--- src/rtl/tensor_pkg.sv ---
// tensor_pkg: shared window-sequencer constants and FSM state encoding
package tensor_pkg;
  localparam int WND_X_LAST  = 9;
  localparam int WND_Y_LAST  = 3;
  localparam int CFG_X_MSB   = 31;
  localparam int CFG_X_LSB   = 28;
  localparam int CFG_Y_MSB   = 27;
  localparam int CFG_Y_LSB   = 26;
  localparam int SLICE_CFG_W = 26;
  typedef enum logic [1:0] {IDLE, WAIT, CAPTURE, DRAIN} state_t;
endpackage

--- src/rtl/tensor_out_fifo.sv ---
// tensor_out_fifo: show-ahead sync FIFO; ports clk/rst(async low), push/push_data, pop, head, full, empty
module tensor_out_fifo #(
  parameter int WIDTH = 70,
  parameter int DEPTH = 16
) (
  input  logic             clk,
  input  logic             rst,
  input  logic             push,
  input  logic [WIDTH-1:0] push_data,
  input  logic             pop,
  output logic [WIDTH-1:0] head,
  output logic             full,
  output logic             empty
);
  localparam int AW = $clog2(DEPTH);
  logic [AW:0]      wptr, rptr;
  logic [WIDTH-1:0] mem [DEPTH];
  logic             wr, rd;
  assign empty = wptr == rptr;
  assign full  = (wptr[AW] != rptr[AW]) && (wptr[AW-1:0] == rptr[AW-1:0]);
  assign wr    = push && !full;
  assign rd    = pop && !empty;
  assign head  = mem[rptr[AW-1:0]];
  always_ff @(posedge clk or negedge rst)
    if (!rst) begin
      wptr <= '0;
      rptr <= '0;
    end else begin
      if (wr) wptr <= wptr + 1'b1;
      if (rd) rptr <= rptr + 1'b1;
    end
  always_ff @(posedge clk)
    if (wr) mem[wptr[AW-1:0]] <= push_data;
endmodule

--- src/rtl/tensor_window_seq.sv ---
// tensor_window_seq: steps X/Y window over tensor core, captures tnsout into FIFO; ports start/slice_cfg in, cfg_reg out, tnsout in, out_data/out_valid/out_ready stream, busy/done
module tensor_window_seq
  import tensor_pkg::*;
#(
  parameter int CONFIG_WIDTH = 32,
  parameter int TENSOR_WIDTH = 8,
  parameter int TENSOR_SLICE = 8,
  parameter int X_LAST       = WND_X_LAST,
  parameter int Y_LAST       = WND_Y_LAST,
  parameter int PIPE_LAT     = 2,
  parameter int FIFO_DEPTH   = 16
) (
  input  logic                                 clk,
  input  logic                                 rst,
  input  logic                                 start,
  input  logic [SLICE_CFG_W-1:0]               slice_cfg,
  output logic [CONFIG_WIDTH-1:0]              cfg_reg,
  input  logic [TENSOR_SLICE*TENSOR_WIDTH-1:0] tnsout,
  output logic [TENSOR_SLICE*TENSOR_WIDTH+5:0] out_data,
  output logic                                 out_valid,
  input  logic                                 out_ready,
  output logic                                 busy,
  output logic                                 done
);
  state_t                 state, state_d;
  logic [3:0]             x, x_d, cnt, cnt_d;
  logic [1:0]             y, y_d;
  logic [SLICE_CFG_W-1:0] cfg_l, cfg_d;
  logic                   done_d, push, full, empty, x_end, y_end;
  assign x_end = x == 4'(X_LAST);
  assign y_end = y == 2'(Y_LAST);
  assign cfg_reg[CFG_X_MSB:CFG_X_LSB]   = x;
  assign cfg_reg[CFG_Y_MSB:CFG_Y_LSB]   = y;
  assign cfg_reg[SLICE_CFG_W-1:0]       = cfg_l;
  assign busy      = state != IDLE;
  assign out_valid = !empty;
  always_ff @(posedge clk or negedge rst)
    if (!rst) begin
      state <= IDLE;
      x     <= '0;
      y     <= '0;
      cnt   <= '0;
      cfg_l <= '0;
      done  <= 1'b0;
    end else begin
      state <= state_d;
      x     <= x_d;
      y     <= y_d;
      cnt   <= cnt_d;
      cfg_l <= cfg_d;
      done  <= done_d;
    end
  always_comb begin
    state_d = state;
    x_d     = x;
    y_d     = y;
    cnt_d   = cnt;
    cfg_d   = cfg_l;
    push    = 1'b0;
    done_d  = 1'b0;
    case (state)
      IDLE:
        if (start) begin
          cfg_d   = slice_cfg;
          x_d     = '0;
          y_d     = '0;
          cnt_d   = 4'(PIPE_LAT);
          state_d = WAIT;
        end
      WAIT: begin
        cnt_d   = cnt - 1'b1;
        state_d = cnt == 4'd1 ? CAPTURE : WAIT;
      end
      CAPTURE:
        if (!full) begin
          push    = 1'b1;
          cnt_d   = 4'(PIPE_LAT);
          state_d = x_end && y_end ? DRAIN : WAIT;
          // the final window keeps its position so cfg_reg holds it through DRAIN/IDLE
          x_d     = x_end ? (y_end ? x : '0) : x + 1'b1;
          y_d     = x_end && !y_end ? y + 1'b1 : y;
        end
      DRAIN:
        if (empty) begin
          done_d  = 1'b1;
          state_d = IDLE;
        end
      default: state_d = IDLE;
    endcase
  end
  tensor_out_fifo #(
    .WIDTH(TENSOR_SLICE*TENSOR_WIDTH+6),
    .DEPTH(FIFO_DEPTH)
  ) u_fifo (
    .clk      (clk),
    .rst      (rst),
    .push     (push),
    .push_data({y, x, tnsout}),
    .pop      (out_ready),
    .head     (out_data),
    .full     (full),
    .empty    (empty)
  );
endmodule

--- config.mk ---
export PLATFORM = sky130hd
export DESIGN_NAME = tensor_window_seq
export DESIGN_NICKNAME = d
export VERILOG_FILES = /design/src/rtl/tensor_pkg.sv /design/src/rtl/tensor_out_fifo.sv /design/src/rtl/tensor_window_seq.sv
export SDC_FILE = /design/constraint.sdc
export NUM_CORES = 1
export LEC_CHECK = 0
export CAP_MARGIN = 20
export CORE_ASPECT_RATIO = 0.8
export CORE_MARGIN = 4
export CORE_UTILIZATION = 39
export CTS_CLUSTER_SIZE = 12
export DETAILED_ROUTE_END_ITERATION = 8
export PLACE_DENSITY = 0.62
export SYNTH_ARGS = -nofsm -noshare
export SYNTH_HDL_FRONTEND = slang
export SYNTH_SLANG_ARGS = --single-unit
--- constraint.sdc ---
create_clock -name clk -period 10.7 [get_ports clk]
set_clock_uncertainty 0.1 [all_clocks]
set_input_delay 1.605 -clock clk [delete_from_list [all_inputs] [get_ports clk]]
set_output_delay 1.605 -clock clk [all_outputs]
set_load 0.01 [all_outputs]
==> flow_summary.yaml <==
clocking:
  cts_buffers: 116
  cts_max_level: 3
  cts_tree: "built"
  cts.repair.resized: 0
  clock_sinks: 1169
  post_cts_buffers: 0
  clockBufferDepth: 3
  hold_buffers: 0
  clkTransAtPathRegs_ns: 0.06
  clockRootBuffer: "clkbuf_16"
  clock_latency_ns: 0.68
global_route:
  globalRouteTotalUtil_pct: 17.8
  grt_max_degree: 135
  grt_pass1_vias: 23535
  grt_antenna_before_repair: 15
  overflow: 0
  grt_pass1_wl_mm: 160
pwr:
  p_sw_mw: 4.05
  intPower_mw: 9.10
  switching_share_pct: 30.8
  max-vdd-ir-drop_mv: 0.240
  pwr-share-clk_pct: 27.6
  power_density_nw_per_um2: 252
  power.share.combinational_pct: 30.8
  total_leakage_power_nw: 16.9
  power.share.sequential_pct: 41.6
hold_path:
  hp-class: "flip-flop to flip-flop"
timing:
  setup_viol_count_final: 0
  period_needed_ns: 7.00
  tightestPinTransition_ns: 1.06
  finalCritPeriodShare_pct: 65.4
  rsz0062_at_grt: "false"
  drv_slew: 0
  fin_ws_ns: 3.70
  relSlewSlack_pct: 29.4
  tns_ns: 0
  max_freq_mhz: 143
  finalHoldViolCount: 0
layout:
  layout_common_cells: "edfxtp_1 (1120), mux2i_1 (210), clkdlybuf4s50_1 (197), o21ai_0 (144), mux4_2 (140)"
  fill_cells: 9675
  post-route-util_pct: 45.5
  layout_commonest_cell: "edfxtp_1"
  nNetsFinal: 2630
  fin_area_sq_um: 52200
  syn2layout_area_growth_pct: 15.5
  drive_above_1_share_pct: 16.9
logic_synthesis:
  synth_area_sq_um: 45200
  seq_area_frac_synth_pct: 77.2
  synth_edf_count: 1120
  synth_async_sr_flop_share_pct: 4.19
  yosys_most_used_dff: "edfxtp_1"
  ys_seq_elements: 1169
  syn_avg_cell_area_sq_um: 19.7
  synthDistinctLibCells: 44
  syn-num-nets: 2399
  ys_warn_count: 0
  synthCells: 2295
worst_setup_path:
  crit_top_cell: "buf_4"
  start_kind: "flip-flop"
  cp.arrival_ns: 5.29
  end_kind: "output port"
  timing.critical_path.slowest_cell_delay_ns: 0.97
  required_ns: 9.00
  crit_fanout: 52
  cp_cell_sequence: "buf_4 -> and2_4 -> buf_4 -> a221oi_1 -> a22oi_1 -> nand2_1 -> clkdlybuf4s50_1"
  crit_type: "flip-flop to output port"
  crit_slowest_cell: "dfrtp_4"
placed_design:
  place_hpwl_mm: 55.0
  placed_area_sq_um: 48800
  port_buffers: 198
  pre_cts_ws_ns: 4.40
  routabilityCongestion: 0.734
floorplan:
  fp.dieH_um: 312
  start_util_pct: 39.4
  dieArea_sq_um: 121000
  die_w_um: 388
  rows: 111
  boundaryPins: 199
  core-area_sq_um: 115000
detailed_routing:
  drtIter0Drc: 2252
  routed_wirelength_mm: 110
  drt-pass1-iter-count: 5
  drt-wirelength-per-cell_um: 26.6
  vias_per_cell: 5.53
  vias: 22774
  drc: 0
  antenna_left: 0
run:
  max_cap_violations: 0
outcome:
  status: "complete, no violations"
worst paths after layout:
check / from / end / slack [ns] / cells after the start
worst max-delay path: u_fifo.rptr[1] / out_data[57] / 3.70 / 7
worst min-delay path: cfg_l[11] / cfg_l[11] / 0.41 / 1
worst max register to register: u_fifo.rptr[0] / u_fifo.mem[9][62] / 5.57 / 7
worst min register to register: cfg_l[11] / cfg_l[11] / 0.41 / 1
max in group asynchronous: rst / u_fifo.rptr[0] / 9.07 / 2
min in group asynchronous: rst / cfg_l[4] / 0.94 / 2
per-layer routing:
metal | track usage (%) | up-vias | wire length [um]
met4 | 4.32 | 8 | 2400
li1 | - | 9865 | -
met3 | 3.93 | 157 | 6990
met2 | 29.4 | 729 | 53300
met1 | 24.1 | 12015 | 46800
met5 | 0 | - | 54
critical path: cells and delay by family (launching register included):
kind | cells | cell delay, ns
AO/OA/AOI/OAI | 2 | 0.49
buffers and inverters | 3 | 2.18
flip-flops | 1 | 0.97
AND/OR/NAND/NOR | 2 | 0.83
power groups by stage:
stage | registers, mW | logic, mW | clock network [mW]
after floorplan | 5.39 | 2.59 | 0
after global placement | 5.55 | 4.06 | 0
after detailed placement | 5.57 | 4.11 | 0
after CTS | 5.47 | 4.13 | 3.71
after global routing | 5.49 | 4.38 | 3.91
final | 5.47 | 4.05 | 3.62
cell usage after synthesis, types with 16 or more instances:
| cell | n | area, sq um |
|---|---|---|
| o21ai_0 | 144 | 721 |
| clkbuf_1 | 62 | 233 |
| buf_4 | 22 | 165 |
| mux4_2 | 140 | 3150 |
| edfxtp_1 | 1120 | 33600 |
| a22oi_1 | 70 | 526 |
| nand2_1 | 82 | 308 |
| a21oi_1 | 74 | 370 |
| mux2_2 | 97 | 1090 |
| mux2i_1 | 210 | 2100 |
| dfrtp_1 | 49 | 1230 |
| a221oi_1 | 70 | 613 |
| buf_2 | 37 | 185 |
| nor2_1 | 16 | 60.1 |
logic make-up after synthesis:
kind of cell | count (synthesis) | synth area share (%)
compound gates | 376 | 5.23
xor+xnor | 15 | 0.308
fa+ha+maj | 10 | 0.277
buf+inv | 136 | 1.50
flops | 1169 | 77.2
mux | 447 | 14.1
simple gates | 142 | 1.43
stage by stage:
step                cells  total power [mW]  hold slack [ns]
CTS                  4110              13.3            0.410
global route         4113              13.8            0.428
floorplan            2295              7.97            0.388
finish               4120              13.1            0.410
detailed placement   3932              9.68            0.396
global placement     3931              9.61            0.396
sequential cells by signal, indices dropped and copies added (netlist names):
signal       cells
cfg_l           26
done             1
state            2
cnt              4
x                4
u_fifo.rptr      5
y                2
u_fifo.mem    1120
u_fifo.wptr      5
final cells by class:
type	count	area [sq um]	area share, %
Sequential cell	1169	34900	66.9
Antenna cell	9	22.5	0.0432
Clock inverter	30	205	0.393
Clock buffer	148	3070	5.88
Inverter	10	37.5	0.0720
Multi-Input combinational cell	990	9720	18.6
Timing Repair Buffer	239	2320	4.44
Tap cell	1525	1910	3.66
Note: power is estimated with default switching activity, not from simulation.
